===== src/rtl/axi_rd_responder.sv =====
// axi_rd_responder: in-order AXI4 read responder returning address-derived
// data bursts after a programmable access latency.
module axi_rd_responder #(
    parameter int ADDR_BITS            = 64,
    parameter int LOG_BLOCK_DATA_BYTES = 6,
    parameter int BURST_LEN_WIDTH      = 8,
    parameter int TID_WIDTH            = 8,
    parameter int LOG_QUEUE_SIZE       = 2,
    parameter int LATENCY_WIDTH        = 8,
    localparam int BLOCK_DATA_SIZE_BITS = (1 << LOG_BLOCK_DATA_BYTES) * 8
) (
    input  logic                            clk,
    input  logic                            reset,
    input  logic                            en,
    input  logic                            s_ar_valid,
    output logic                            s_ar_ready,
    input  logic [ADDR_BITS-1:0]            s_ar_addr,
    input  logic [BURST_LEN_WIDTH-1:0]      s_ar_len,
    input  logic [TID_WIDTH-1:0]            s_ar_id,
    output logic                            s_r_valid,
    input  logic                            s_r_ready,
    output logic                            s_r_last,
    output logic [BLOCK_DATA_SIZE_BITS-1:0] s_r_data,
    output logic [TID_WIDTH-1:0]            s_r_id,
    input  logic [LATENCY_WIDTH-1:0]        cfg_latency,
    output logic [LOG_QUEUE_SIZE:0]         outstandingCnt,
    output logic                            busy
);
    localparam int QD  = 1 << LOG_QUEUE_SIZE;
    localparam int CW  = LOG_QUEUE_SIZE + 1;
    localparam int REP = BLOCK_DATA_SIZE_BITS / ADDR_BITS;
    localparam logic [ADDR_BITS-1:0] STEP = ADDR_BITS'(1) << LOG_BLOCK_DATA_BYTES;

    typedef enum logic [1:0] {IDLE, WAIT, BURST} state_t;

    logic [ADDR_BITS-1:0]       r_q_addr [QD];
    logic [BURST_LEN_WIDTH-1:0] r_q_len  [QD];
    logic [TID_WIDTH-1:0]       r_q_id   [QD];
    logic [LOG_QUEUE_SIZE-1:0]  r_wr_ptr, r_rd_ptr;
    logic [CW-1:0]              r_count, r_out;
    state_t                     r_state, w_next;
    logic [ADDR_BITS-1:0]       r_baddr;
    logic [BURST_LEN_WIDTH-1:0] r_len, r_k;
    logic [TID_WIDTH-1:0]       r_id;
    logic [LATENCY_WIDTH-1:0]   r_lat;
    logic                       w_push, w_pop, w_beat, w_done;

    // count MSB is set only when the queue holds exactly QD entries
    assign s_ar_ready     = en & ~r_count[LOG_QUEUE_SIZE] & ~reset;
    assign w_push         = s_ar_valid & s_ar_ready;
    assign w_pop          = (r_state == IDLE) & en & (r_count != '0);
    assign w_beat         = (r_state == BURST) & s_r_ready;
    assign w_done         = w_beat & (r_k == r_len);
    assign s_r_valid      = r_state == BURST;
    assign s_r_last       = s_r_valid & (r_k == r_len);
    assign s_r_data       = {REP{r_baddr}};
    assign s_r_id         = r_id;
    assign outstandingCnt = r_out;
    assign busy           = r_out != '0;

    always_ff @(posedge clk) begin
        if (w_push) begin
            r_q_addr[r_wr_ptr] <= s_ar_addr;
            r_q_len[r_wr_ptr]  <= s_ar_len;
            r_q_id[r_wr_ptr]   <= s_ar_id;
        end
    end

    always_ff @(posedge clk or posedge reset) begin
        if (reset) begin
            r_wr_ptr <= '0;
            r_rd_ptr <= '0;
            r_count  <= '0;
            r_out    <= '0;
        end else begin
            if (w_push) r_wr_ptr <= r_wr_ptr + LOG_QUEUE_SIZE'(1);
            if (w_pop) r_rd_ptr <= r_rd_ptr + LOG_QUEUE_SIZE'(1);
            r_count <= r_count + CW'(w_push) - CW'(w_pop);
            r_out   <= r_out + CW'(w_push) - CW'(w_done);
        end
    end

    always_ff @(posedge clk or posedge reset) begin
        if (reset) r_state <= IDLE;
        else r_state <= w_next;
    end

    always_comb begin
        w_next = r_state;
        case (r_state)
            IDLE:    if (w_pop) w_next = (cfg_latency == '0) ? BURST : WAIT;
            WAIT:    if (r_lat == '0) w_next = BURST;
            BURST:   if (w_done) w_next = IDLE;
            default: w_next = IDLE;
        endcase
    end

    // latency is captured at pop so later cfg_latency changes cannot stretch a wait
    always_ff @(posedge clk or posedge reset) begin
        if (reset) begin
            r_baddr <= '0;
            r_len   <= '0;
            r_k     <= '0;
            r_id    <= '0;
            r_lat   <= '0;
        end else if (w_pop) begin
            r_baddr <= r_q_addr[r_rd_ptr];
            r_len   <= r_q_len[r_rd_ptr];
            r_id    <= r_q_id[r_rd_ptr];
            r_k     <= '0;
            r_lat   <= cfg_latency - LATENCY_WIDTH'(1);
        end else begin
            if (r_state == WAIT) r_lat <= r_lat - LATENCY_WIDTH'(1);
            if (w_beat) begin
                r_baddr <= r_baddr + STEP;
                r_k     <= r_k + BURST_LEN_WIDTH'(1);
            end
        end
    end
endmodule


===== config.mk =====
export PLATFORM = sky130hd
export DESIGN_NAME = axi_rd_responder
export DESIGN_NICKNAME = d
export VERILOG_FILES = /design/src/rtl/axi_rd_responder.sv
export SDC_FILE = /design/constraint.sdc
export NUM_CORES = 1
export LEC_CHECK = 0
export ABC_AREA = 1
export BUFFER_PORTS_ARGS = -buffer_cell sky130_fd_sc_hd__buf_4
export CAP_MARGIN = 20
export CORE_AREA = 3 3 237 239
export CTS_CLUSTER_SIZE = 24
export DETAILED_ROUTE_END_ITERATION = 6
export DIE_AREA = 0 0 240 242
export PLACE_DENSITY = 0.66
export SYNTH_ARGS = -nofsm -noshare
export SYNTH_HDL_FRONTEND = slang
export SYNTH_SLANG_ARGS = --single-unit
export TNS_END_PERCENT = 50

===== constraint.sdc =====
create_clock -name clk -period 6.17 [get_ports clk]
set_input_delay 0.3085 -clock clk [delete_from_list [all_inputs] [get_ports clk]]
set_output_delay 0.3085 -clock clk [all_outputs]
set_load 0.01 [all_outputs]

Word level (Yosys, flattened, before mapping). Memory sizes are Yosys's and may differ from the RTL's. A register that Yosys moved wholly into a read port is not among the register bits. Cells that the tools add are included.

Add/subtract/negate cells: 10. Multipliers: 0. Div/mod/pow operators: 0. $lt $le $gt $ge: 0. Equal/unequal tests: 6. Shift operators: 0. Muxes and demuxes: 13. Bitwise operators: 10. Reduce and logical (&&, ||, !) cells: 8.

Operators with widths (number): $mux 64 (2); $add 64x7->64 const B (1); $mux 8 (4); $logic_not 8->1 (2); $sub 8x1->8 const B (2); $add 8x1->8 const B (1); $and 1x1->1 (8); $eq 8x8->1 (1); $mux 2 (4); $add 3x1->3 (2); $pmux 2 s3 (1); $reduce_bool 3->1 (2); $sub 3x1->3 (2); $add 2x1->2 const B (2); $ne 2x2->1 const B (2); $reduce_bool 2->1 (2); $reduce_and 3->1 (1); $eq 2x1->1 const B (1); $eq 2x2->1 const B (1); $logic_not 2->1 (1); $mux 1 (2); $ne 2x1->1 const B (1); $not 1->1 (2).

Flip-flop bits (word level): 92. Latch bits: 0. Bits in writable memories: 320. Memory bits (read-only): 0. Input port bits: 93. Output and inout bits: 527. Logic and storage cells: 58. Memories: 3.

Memory list: r_q_addr (depth 4, width 64, rd ports 1, clocked after memory_dff 0, write ports 1, RTL line 36) `logic [ADDR_BITS-1:0] r_q_addr [QD];`; r_q_id (depth 4, width 8, rd ports 1, clocked after memory_dff 1, write ports 1, RTL line 38) `logic [TID_WIDTH-1:0] r_q_id [QD];`; r_q_len (depth 4, width 8, rd ports 1, clocked after memory_dff 1, write ports 1, RTL line 37) `logic [BURST_LEN_WIDTH-1:0] r_q_len [QD];`.

Longest topological paths before layout. Gate-level depths: netlist of run 1.

Depth in word-level cells: 6. Gate-level depth with buffers: 15. Depth with buffers taken out: 15.

Worst setup path before layout of run 1. OpenSTA, ideal clock, no wires.

Kind: reg2reg. Start point: register r_count[2]. End point: memory r_q_addr[0][0], enable pin. Library setup time: 0.519 ns. Arrival time: 4.405 ns. Data required time: 5.651 ns. Path slack: 1.246 ns. Cell stages (with the launch flop): 4. Path buffers: 0. Clock period less this slack: 4.924 ns. Cells stage by stage: dfrtp_1 nor3_1 nand2_1 nor2_1.

Word-level cells in the longest chain between the ends: 6.

Ends and longest elaborated chain: start, declared (RTL line 40) `logic [CW-1:0] r_count, r_out;`; start signal, assigned (RTL line 78) `r_count <= r_count + CW'(w_push) - CW'(w_pop);`; $not 1->1 (RTL line 49) `assign s_ar_ready = en & ~r_count[LOG_QUEUE_SIZE] & ~reset;`; $and 1x1->1 (2 in series) (RTL line 49); via s_ar_ready (RTL line 16) `output logic s_ar_ready,`; $and 1x1->1 (RTL line 50) `assign w_push = s_ar_valid & s_ar_ready;`; $mux 1 (RTL line 62) `if (w_push) begin`; $mux 1 (implied by the code) (RTL line 63) `r_q_addr[r_wr_ptr] <= s_ar_addr;`; end, declared (RTL line 36).

The timed path passes the listed nets, and every way through them passes these cells.

Worst setup path after layout of run 1.
Start point: register r_state[1]. End point: register r_count[2].

Word-level cells in the longest chain between the ends: 4.

Ends and longest elaborated chain: start, declared (RTL line 41) `state_t r_state, w_next;`; start signal, assigned (RTL line 85) `else r_state <= w_next;`; $logic_not 2->1 (RTL line 51) `assign w_pop = (r_state == IDLE) & en & (r_count != '0);`; $and 1x1->1 (2 in series) (RTL line 51); $sub 3x1->3 (RTL line 78).

No other way between the ends. A chain may end at the register's enable or synchronous reset.

==> results summary, run 1 <==
Summed over all layers, the global routing overflow is 0. The cell area that synthesis handed to floorplanning was 22,600 sq um. The count of routing violations after the opening detailed-route iteration came out at 1,750.

The number of global-route vias before repair is 15.8k. The core outline area came out at 54,000 sq um. For this block, the via count after detailed routing is 17.1k.

The area share of and/or/nand/nor cells after synthesis came out at 17.9%. The final hold violation count came out at 0. The worst ir drop on vdd is 185 uV. The final layout contains routed wiring with a total length of 71,700 um. The biggest fanout along the worst timing path came out at 62.

The remaining design rule violation count came out at 0. Dividing the final minimum period by the clock period gives 48.0%. The synthesized netlist contains 40 unique library cells.

The top flip-flop cell by instance count after synthesis is sky130_fd_sc_hd__edfxtp_1. The weighted congestion reported at the end of routability-driven placement is 0.922. The layout-stage area growth over the synthesis result came out at 18.7%. In this run the count of I/O pins placed on the die edge is 620. The setup fix buffers added after clock tree synthesis came out at 0. The proportion of synthesized flip-flops having asynchronous set or reset came out at 25.2%. Once detailed placement completed, the half-perimeter wirelength came to 49,000 um. The post-detailed-route count of antenna-violating nets came out at 0. The post-synthesis register bit count is 428. The total negative slack for setup checks is 0 ns.

The clock latency at the later pin of the worst-skew pair is 0.56 ns. The die width came out at 240 um. The height of the die came out at 242 um. The number of antenna violations at the first check in global routing came out at 7.

The clock passes through at most 3 buffers. Including well taps, the total number of placed cells is 3,179. Synthesis produced 2,382 cells. The maximum operating frequency is 0.338 GHz. After synthesis, flip-flops and latches occupy 54.5% of the total area. The adder and majority cell fraction of the synthesized area came out at 0.786%.

The most common cell after layout, fill and taps aside is sky130_fd_sc_hd__buf_4. The number of buffers inserted during clock tree synthesis came out at 44. The number of cells upsized or downsized after cts is 0.

For the worst setup path, the data arrival time is 3.42 ns. The signal on the critical path passes through inv_2 > nand2_2 > nor2_8 > nand2_4 > inv_4 > ha_1 > inv_1 > ha_1 > inv_1 > fa_1 > xnor2_1 > xor2_1. The detail-routed net length per standard cell is 21.4 um. The worst max-slew margin expressed relative to the limit came out at 34.2%.

The worst setup path is captured at a flop. The die outline area came out at 58,100 sq um. The fraction of final layout cells with drive strength greater than 1 came out at 28.3%. Setup repair after global routing left no endpoint under its margin. The type of the most critical hold path is primary input to flop. The count of flip-flops with a built-in enable after synthesis came out at 320. The clock tree from TritonCTS is done.

After layout, the worst setup slack is 3.21 ns. The total routing usage reported by global routing is 23.5%. The count of buffers added on input and output ports is 619.

The total of max-cap violations is 0. The post-route non-filler standard cell count is 3,348. The floorplan has 85 rows. The tree is rooted in a sky130_fd_sc_hd__clkbuf_16. Summing internal, switching and leakage power gives 7.81 mW. Measured against the total synthesized area, the mux share comes to 0%. In the layout the commonest cells are sky130_fd_sc_hd__buf_4 (635), sky130_fd_sc_hd__nand2_1 (402), sky130_fd_sc_hd__nor2_1 (342). The delay of the slowest cell on the worst path is 0.58 ns. The initial core utilization came out at 41.8%.

The leakage dissipation is 11.4 nW. The number of clock sinks came out at 428. The category of cells accounting for the largest share of critical-path delay is adder cells. The worst-case setup slack after placement is 3.21 ns. The largest net degree at the start of global routing came out at 112.

The synthesized area per cell is 9.49 sq um. The count of pins over their slew limit is 0. Between clock sinks in the finished design, the worst skew comes to 0.0197 ns. When the netlist entered floorplanning its net count stood at 2,488.

The measured slew at the worst slew-check pin is 0.988 ns. STA puts the critical path data required time at 6.63 ns. The final-stage net count came out at 2,717.

The minimum period implied by the final worst setup slack is 2.96 ns. The slowest stage of the critical path belongs to the cell sky130_fd_sc_hd__inv_4. The total of fill cells in the finished design is 4,895.

The count of yosys warnings during synthesis came out at 0. The element type at the critical path start is a flop. The power density normalized to cell area came out at 291 nW/um^2. Summing the areas of all xor and xnor instances in the mapped netlist gives 0.814% of the synthesized area. The global-route wire length before repair is 103,000 um. The complex-gate fraction of the synthesized area came out at 7.11%. The critical path in this run is classified as flop to flop. The count of H-tree levels built during CTS came out at 2. The register clock-pin slew on the reported worst setup and hold paths is 0.05 ns. The flow ran to the end, and the final reports show no timing, DRC or antenna violations.

The number of buffers and inverters on the critical path is 4. The pre-antenna-repair detailed-routing pass consisted of 6 iterations. In the routed layout, each cell is associated on average with a via count of 5.12.

The total setup violations reported at the end of the flow came out at 0. The dominant combinational cell family by area after synthesis is buffers and inverters.
worst reg2reg max path: stages (launching register included):
cell and delay [ns]:
sky130_fd_sc_hd__dfrtp_1 0.39, sky130_fd_sc_hd__inv_2 0.10, sky130_fd_sc_hd__nand2_2 0.10, sky130_fd_sc_hd__nor2_8 0.17
sky130_fd_sc_hd__nand2_4 0.16, sky130_fd_sc_hd__inv_4 0.59, sky130_fd_sc_hd__ha_1 0.37, sky130_fd_sc_hd__inv_1 0.05
sky130_fd_sc_hd__ha_1 0.12, sky130_fd_sc_hd__inv_1 0.05, sky130_fd_sc_hd__fa_1 0.39, sky130_fd_sc_hd__xnor2_1 0.22
sky130_fd_sc_hd__xor2_1 0.16
flip-flops by register name (all words and copies together), names as in the netlist:
name and cells:
r_q_len 32, r_lat 8, s_r_id 8, r_state 2, r_count 3, r_rd_ptr 2, r_len 8, r_k 8
r_q_addr 256, outstandingCnt 3, r_wr_ptr 2, r_q_id 32, r_baddr 64
kinds of logic after synthesis:
logic type / Yosys count
adder cells (fa/ha/maj): 13
AND/OR/NAND/NOR: 967
buffers and inverters: 663
AO/OA/AOI/OAI: 290
flip-flops: 428
XOR/XNOR: 21
report_power, final:
part / total (mW) / internal [mW] / leakage, nW / switching [mW]
combinational: 1.52 / 0.772 / 6.55 / 0.748
clock: 2.75 / 1.66 / 0.722 / 1.09
sequential: 3.54 / 3.18 / 4.12 / 0.362
metal layers:
layer,part of all wire [%],vias to the layer above,track usage [%]
met5,0.032,-,0
met4,2.9,4,7.11
met3,9.1,121,5.18
met2,47,803,37.6
met1,41,8260,32.1
li1,-,7953,-
what timing repair did:
item | CTS | global route
setup endpoints to repair | 0 | 0
hold buffers | 81 | 0
hold endpoints to repair | 377 | 0
synthesized netlist by cell type (5+ instances only):
master                     count  area (sq um)
sky130_fd_sc_hd__ha_1         11           138
sky130_fd_sc_hd__o21ai_1       8          40.0
sky130_fd_sc_hd__nor2_4        5          56.3
sky130_fd_sc_hd__o21ai_0     156           781
sky130_fd_sc_hd__inv_2         5          18.8
sky130_fd_sc_hd__o221ai_1     11          96.3
sky130_fd_sc_hd__a31oi_1      28           175
sky130_fd_sc_hd__edfxtp_1    320          9610
sky130_fd_sc_hd__o22ai_1      19           119
sky130_fd_sc_hd__nand2_1     402          1510
sky130_fd_sc_hd__dfrtp_1     108          2700
sky130_fd_sc_hd__buf_2        41           205
sky130_fd_sc_hd__nor2_2       12          75.1
sky130_fd_sc_hd__xor2_1        9          78.8
sky130_fd_sc_hd__nor3_1        9          45.0
sky130_fd_sc_hd__nor2_1      346          1300
sky130_fd_sc_hd__inv_1       124           465
sky130_fd_sc_hd__nand3_1     150           751
sky130_fd_sc_hd__buf_4       455          3420
sky130_fd_sc_hd__xnor2_1      12           105
sky130_fd_sc_hd__a21oi_1      47           235
sky130_fd_sc_hd__a22oi_1       5          37.5
sky130_fd_sc_hd__nand4_1      17           106
sky130_fd_sc_hd__nand2_2      10          62.6
sky130_fd_sc_hd__clkbuf_1     33           124
sky130_fd_sc_hd__o211ai_1      9          67.6
final timing paths:
path	to	start	slack (ns)	depth (start not counted)
max	r_count[2]	r_state[1]	3.21	12
min	r_state[1]	cfg_latency[2]	0.19	4
max reg2reg	r_count[2]	r_state[1]	3.21	12
min reg2reg	r_lat[5]	r_lat[5]	0.48	2
max in group asynchronous	r_rd_ptr[0]	reset	4.29	4
min in group asynchronous	r_count[0]	reset	0.49	3
stage by stage:
step	utilization, %	cell area (sq um)	hold slack, ns
final	49.7	26800	0.190
after floorplan	-	22600	0.407
after CTS	49.6	26800	0.174
after global placement	45.3	24500	0.470
after global routing	49.6	26800	0.204
after detailed placement	45.3	24500	0.472
area by class of cell:
type                            instances  area [sq um]  area share, %
Clock inverter                         22           294           1.10
Inverter                              129           492           1.83
Antenna cell                            5          12.5         0.0466
Sequential cell                       428         12300           45.9
Multi-Input combinational cell       1291          6040           22.5
Tap cell                              696           871           3.25
Timing Repair Buffer                  717          5600           20.9
Clock buffer                           60          1200           4.48
(Power assumes the default switching activity.)
==> inputs of run 2 (changes only) <==
- clock period: 6.17 -> 2.8 ns (I/O delays scaled with it)
==> results summary, run 2 (same netlist as run 1, synthesis figures left out) <==
The detailed-route vias per instance was 5.08 (was 5.12). The number of global-route vias before repair came out at 16.2k (was 15.8k). The cell total after placement came out at 3,235 (was 3,179).

The fraction of power spent switching nets came out at 28.8% (was 28.1%). The core outline area came out at 54,000 sq um (unchanged). The register clock-pin slew on the reported worst setup and hold paths is 0.06 ns (was 0.05 ns). The die width came out at 240 um (unchanged). The sequential share of power came to 43.4% (was 45.3%). The initial core utilization is 41.8% (unchanged). The final hold violation count came out at 0 (unchanged). The setup fix buffers added after clock tree synthesis came out at 0 (unchanged).

The final-stage net count came out at 2,774 (was 2,717). The total setup violations reported at the end of the flow is 0 (unchanged). The worst path setup slack after routing was 0.454 ns (was 3.21 ns). The post-route non-filler standard cell count is 3,408 (was 3,348). The minimum period implied by the final worst setup slack was 2.35 ns (was 2.96 ns).

Unrepaired setup endpoints after global routing: false (unchanged). The arrival time at the worst endpoint is 2.79 ns (was 3.42 ns). The number of buffers inserted during clock tree synthesis is 45 (was 44).

The final critical-path share of the clock period was 83.8% (was 48.0%). The number of buffers on the longest clock path was 3 (unchanged). The layout-stage area growth over the synthesis result was 20.9% (was 18.7%). The post-detailed-route count of antenna-violating nets is 0 (unchanged). The leakage dissipation is 11.7 nW (was 11.4 nW). The count of vias placed by the detailed router came to 17.3k (was 17.1k). The number of core rows is 85 (unchanged).

The maximum operating frequency is 0.426 GHz (was 0.338 GHz). The I/O pin count was 620 (unchanged). The type of the most critical hold path was primary input to flop (unchanged). The number of clock sinks came out at 428 (unchanged).

The element type at the critical path start was a flop (unchanged). The height of the die came out at 242 um (unchanged). The finished layout cell area came out at 27,300 sq um (was 26,800 sq um). The largest register by flop count is r_q_addr (unchanged). The net switching power came out at 4.93 mW (was 2.20 mW).

The weighted congestion reported at the end of routability-driven placement is 0.885 (was 0.922). The clock tree from TritonCTS was done (unchanged). The biggest fanout along the worst timing path was 45 (was 62).

The total routing usage reported by global routing came out at 23.9% (was 23.5%). The combinational power share is 22.5% (was 19.5%). The number of antenna violations at the first check in global routing was 10 (was 7). The fraction of final layout cells with drive strength greater than 1 came out at 29.9% (was 28.3%).

The final setup skew came out at 0.0133 ns (was 0.0197 ns). The post-placement cell area came out at 25,100 sq um (was 24,500 sq um). The final total power came out at 17.1 mW (was 7.81 mW). Leading cell types in the layout, fill and taps excluded: sky130_fd_sc_hd__buf_4 (678), sky130_fd_sc_hd__nand2_1 (402), sky130_fd_sc_hd__nor2_1 (342) (was sky130_fd_sc_hd__buf_4 (635), sky130_fd_sc_hd__nand2_1 (402), sky130_fd_sc_hd__nor2_1 (342)).

The flip-flop count of the largest register, all copies and words added is 256 (unchanged). The clock network fraction of total power came to 34.1% (was 35.2%). The total of buffers placed on input and output ports came out at 619 (unchanged). The total of max-cap violations is 0 (unchanged).

The kind of critical path was flop to flop (unchanged). The worst-case setup slack after placement is 0.513 ns (was 3.21 ns). The post-route worst hold slack came to 0.0829 ns (was 0.190 ns). The worst ir drop on vdd is 400 uV (was 185 uV).

The HPWL after detailed placement came to 51,200 um (was 49,000 um). The critical path endpoint category was a flop (unchanged). The CTS root buffer is sky130_fd_sc_hd__clkbuf_16 (unchanged).

The number of detailed-routing iterations run before antenna repair came out at 5 (was 6). The largest net degree at the start of global routing is 96 (was 112). Status: completed (unchanged). The required time of the worst setup path came out at 3.24 ns (was 6.63 ns). The worst max-slew margin expressed relative to the limit is 46.4% (was 34.2%). The power density normalized to cell area came out at 625 nW/um^2 (was 291 nW/um^2).

The count of pins over their slew limit is 0 (unchanged). The clock latency at the later pin of the worst-skew pair is 0.57 ns (was 0.56 ns). The number of cells upsized or downsized after cts is 0 (unchanged).

The count of routing violations after the opening detailed-route iteration is 1,476 (was 1,750). The sum of routed wire length over all layers is 72,600 um (was 71,700 um). The measured slew at the worst slew-check pin came out at 0.804 ns (was 0.988 ns). The remaining design rule violation count is 0 (unchanged). Largest regs: r_q_addr: 256 flops, r_baddr: 64 flops (unchanged).

The count of H-tree levels built during CTS came out at 2 (unchanged). The most common cell after layout, fill and taps aside is sky130_fd_sc_hd__buf_4 (unchanged). The internal power component is 12.2 mW (was 5.61 mW). The detail-routed net length per standard cell came to 21.3 um (was 21.4 um). The die outline area came out at 58,100 sq um (unchanged). The aggregate global routing overflow came out at 0 (unchanged). The global-route wire length before repair came out at 104,000 um (was 103,000 um).
## run 2: changes by cell type in the layout (fill, tap and decap cells not counted), sizes merged
cell,before,now
buf,636,691
bufinv,7,4
clkbuf,60,54
clkinv,10,20
clkinvlp,2,1
diode,5,9
dlygate4sd3,81,82
## run 2: final timing paths
path | startpoint | end | slack [ns] | cells after the start
max in group asynchronous | reset | r_rd_ptr[0] | 1.74 | 4
min reg2reg | r_lat[5] | r_lat[5] | 0.50 | 2
min | cfg_latency[1] | r_state[1] | 0.08 | 6
max reg2reg | r_count[1] | r_baddr[47] | 0.45 | 9
min in group asynchronous | reset | outstandingCnt[1] | 0.15 | 3
max | r_count[1] | r_baddr[47] | 0.45 | 9
## run 2: timing repair
action | 4_1_cts | 5_1_grt
setup endpoints to repair | 0 | 0
hold endpoints to repair | 393 | 0
hold buffers | 82 | 0
## run 2: power by group through the flow
stage / Combinational [mW] / Clock (mW) / Sequential (mW)
after floorplan: 2.44 / 0 / 7.59
after global placement: 3.73 / 0 / 7.52
after detailed placement: 3.76 / 0 / 7.54
after CTS: 3.87 / 5.96 / 7.41
after global routing: 4.12 / 6.20 / 7.44
final: 3.85 / 5.83 / 7.42
## run 2: worst max-delay path, cell delays in order (launching register included)
cell                       delay, ns
sky130_fd_sc_hd__dfrtp_1        0.43
sky130_fd_sc_hd__nor2_2         0.14
sky130_fd_sc_hd__nand2_2        0.15
sky130_fd_sc_hd__nand2_4        0.18
sky130_fd_sc_hd__buf_4          0.34
sky130_fd_sc_hd__buf_4          0.52
sky130_fd_sc_hd__nand2_1        0.09
sky130_fd_sc_hd__nand3b_1       0.18
sky130_fd_sc_hd__nand2_1        0.08
sky130_fd_sc_hd__a22oi_1        0.07
## run 2: routing by layer
layer	GRT usage [%]	wire length, um
met5	0	0
met4	8.35	2410
met3	6.59	6650
met2	38.6	34200
met1	31.0	29300
## run 2: final cells by class
cell class	count	area, sq um
Antenna cell	9	22.5
Clock buffer	54	1160
Clock inverter	28	262
Fill cell	4896	26700
Inverter	129	492
Multi-Input combinational cell	1291	6040
Sequential cell	428	12300
Tap cell	696	871
Timing Repair Buffer	773	6170
## run 2: through the flow
stage               util, %  TNS [ns]
finish                 50.6         0
global route           50.6         0
CTS                    50.6         0
detailed placement     46.4         0
global placement       46.4         0
floorplan                 -   -281.44
==> inputs of run 3 (changes only) <==
- clock period: 2.8 -> 2.3 ns (I/O delays scaled with it)
==> results summary, run 3 (same netlist as run 1, synthesis figures left out) <==
The clock latency at the later pin of the worst-skew pair is 0.55 ns (was 0.57 ns). The post-detailed-route count of antenna-violating nets came out at 0 (unchanged). The required time of the worst setup path came out at 2.73 ns (was 3.24 ns). The total routing usage reported by global routing is 23.7% (was 23.9%). The core outline area is 54,000 sq um (unchanged). The post-route worst hold slack came out at 0.0425 ns (was 0.0829 ns). The worst path setup slack after routing is 0.0254 ns (was 0.454 ns). The met2 track utilization from global routing came out at 38.5% (was 38.6%). The worst ir drop on vdd came out at 502 uV (was 400 uV). The cell total after placement was 3,282 (was 3,235). The layout-stage area growth over the synthesis result is 23.3% (was 20.9%). The number of detailed-routing iterations run before antenna repair is 6 (was 5).

The finished layout cell area came out at 27,900 sq um (was 27,300 sq um). The count of H-tree levels built during CTS came out at 2 (unchanged). The delay of the slowest cell on the worst path is 0.44 ns (was 0.52 ns). The element type at the critical path start is a flop (unchanged). The worst max-slew margin expressed relative to the limit is 58.6% (was 46.4%).

By instance count, the cell type seen most on the critical path is sky130_fd_sc_hd__xnor2_2. The leakage dissipation came out at 11.9 nW (was 11.7 nW). The total setup violations reported at the end of the flow is 0 (unchanged).

The sum of routed wire length over all layers came out at 72,000 um (was 72,600 um). The type of the most critical hold path is primary input to flop (unchanged). The total of max-cap violations is 0 (unchanged). The arrival time at the worst endpoint was 2.71 ns (was 2.79 ns). The final design utilization came to 51.6% (was 50.6%).

The global-route wire length before repair came out at 104,000 um (about the same). The maximum operating frequency is 0.440 GHz (was 0.426 GHz). The worst-case setup slack after placement came to -0.00480 ns (was 0.513 ns). The measured slew at the worst slew-check pin is 0.621 ns (was 0.804 ns). The library cell contributing the largest single delay on the critical path was sky130_fd_sc_hd__dfrtp_2 (was sky130_fd_sc_hd__buf_4).

The kind of critical path is flop to flop (unchanged). The register clock-pin slew on the reported worst setup and hold paths came out at 0.06 ns (about the same). The detailed-route vias per instance came to 5.07 (was 5.08). The largest register by flop count was r_q_addr (unchanged).

The number of buffers inserted during clock tree synthesis came to 44 (was 45). The final setup skew is 0.0157 ns (was 0.0133 ns). The CTS root buffer was sky130_fd_sc_hd__clkbuf_16 (unchanged). The post-placement cell area is 25,600 sq um (was 25,100 sq um). The busiest metal layer after global routing was met2 (unchanged). The number of clock sinks came to 428 (unchanged).

The clock tree from TritonCTS was done (unchanged). The count of vias placed by the detailed router came out at 17.5k (was 17.3k). The final-stage net count came out at 2,821 (was 2,774). The height of the die came out at 242 um (unchanged). The number of core rows came out at 85 (unchanged). The fraction of final layout cells with drive strength greater than 1 is 31.5% (was 29.9%). The total of buffers placed on input and output ports came to 619 (unchanged). The initial core utilization came to 41.8% (unchanged). The minimum period implied by the final worst setup slack came out at 2.27 ns (was 2.35 ns). Largest regs: r_q_addr: 256 flops, r_baddr: 64 flops (unchanged). Status: completed (unchanged). The post-route non-filler standard cell count came to 3,449 (was 3,408). CP cell instances: xnor2_2 > nand3_1 > nor2_1 > nand4_1 > nor3b_2 > ha_1 > inv_1 > ha_2 > fa_2 > xnor2_2 > xor2_1 (was nor2_2 > nand2_2 > nand2_4 > buf_4 > buf_4 > nand2_1 > nand3b_1 > nand2_1 > a22oi_1). The number of global-route vias before repair came out at 16.1k (was 16.2k).

Unrepaired setup endpoints after global routing: true (was false). The most common cell after layout, fill and taps aside is sky130_fd_sc_hd__buf_4 (unchanged). The final critical-path share of the clock period came out at 98.9% (was 83.8%).

The detail-routed net length per standard cell is 20.9 um (was 21.3 um). Leading cell types in the layout, fill and taps excluded: sky130_fd_sc_hd__buf_4 (717), sky130_fd_sc_hd__nand2_1 (401), sky130_fd_sc_hd__nor2_1 (342) (was sky130_fd_sc_hd__buf_4 (678), sky130_fd_sc_hd__nand2_1 (402), sky130_fd_sc_hd__nor2_1 (342)). The remaining design rule violation count was 0 (unchanged). The met3 track demand over resource is 5.53% (was 6.59%).

The largest net degree at the start of global routing came out at 122 (was 96). The I/O pin count is 620 (unchanged). The number of antenna violations at the first check in global routing is 4 (was 10).

The count of routing violations after the opening detailed-route iteration was 1,596 (was 1,476). The biggest fanout along the worst timing path is 3 (was 45). The count of pins over their slew limit came to 0 (unchanged).

The critical path endpoint category was a flop (unchanged). The die width came out at 240 um (unchanged). The weighted congestion reported at the end of routability-driven placement came out at 0.952 (was 0.885). The HPWL after detailed placement came out at 51,300 um (was 51,200 um). The global-route met1 utilization came out at 31.5% (was 31.0%). The flip-flop count of the largest register, all copies and words added came out at 256 (unchanged). The number of buffers on the longest clock path is 3 (unchanged). The final hold violation count is 0 (unchanged). The die outline area is 58,100 sq um (unchanged). The power density normalized to cell area came out at 744 nW/um^2 (was 625 nW/um^2). The aggregate global routing overflow is 0 (unchanged).
run 3: final cells by class:
class	instances	area, sq um
fillers	4760	26200
flip-flops and latches	428	12300
repair buffers	821	6650
multi-input cells	1291	6130
clock buffers	68	1310
well taps	696	871
inverters	129	492
clock inverters	14	95.1
diodes	2	5.00
run 3: worst max-delay path: cells and delay by family, from the launching register on:
| family | cells | cell delay [ns] |
|---|---|---|
| adder cells (fa/ha/maj) | 3 | 0.67 |
| flip-flops | 1 | 0.44 |
| AND/OR/NAND/NOR | 4 | 0.52 |
| buffers and inverters | 1 | 0.05 |
| XOR/XNOR | 3 | 0.49 |
run 3: worst paths after layout:
kind	cells past startpoint	slack, ns	from	to
max	11	0.03	r_k[4]	outstandingCnt[2]
min	4	0.04	s_r_ready	r_k[2]
max reg2reg	11	0.03	r_k[4]	outstandingCnt[2]
min reg2reg	2	0.48	r_lat[5]	r_lat[5]
max in group asynchronous	4	1.31	reset	r_baddr[59]
min in group asynchronous	3	0.17	reset	outstandingCnt[1]
run 3: where the power goes:
group / total, mW / internal (mW) / switching, mW
Sequential: 8.89 / 8.54 / 0.350
Combinational: 4.98 / 2.30 / 2.68
Clock: 6.85 / 3.94 / 2.91
run 3: repair_timing:
item	4_1_cts	5_1_grt
resized for setup	1	13
pin swaps	0	2
buffers inserted	0	1
hold buffers	82	0
endpoints found under the hold margin	356	0
setup endpoints to repair	1	14
run 3: stage by stage:
stage                     power, mW  setup TNS [ns]
after global routing           21.5          -0.134
after floorplan                12.2          -45.94
after CTS                      20.8               0
after global placement         13.8               0
after detailed placement       13.9        -0.00480
final                          20.7               0
run 3: routing by layer:
| metal | vias to the layer above | share of wire (%) |
|---|---|---|
| met4 | 4 | 2.9 |
| li1 | 8157 | - |
| met3 | 107 | 9.6 |
| met2 | 820 | 47 |
| met5 | - | 0.032 |
| met1 | 8410 | 40 |
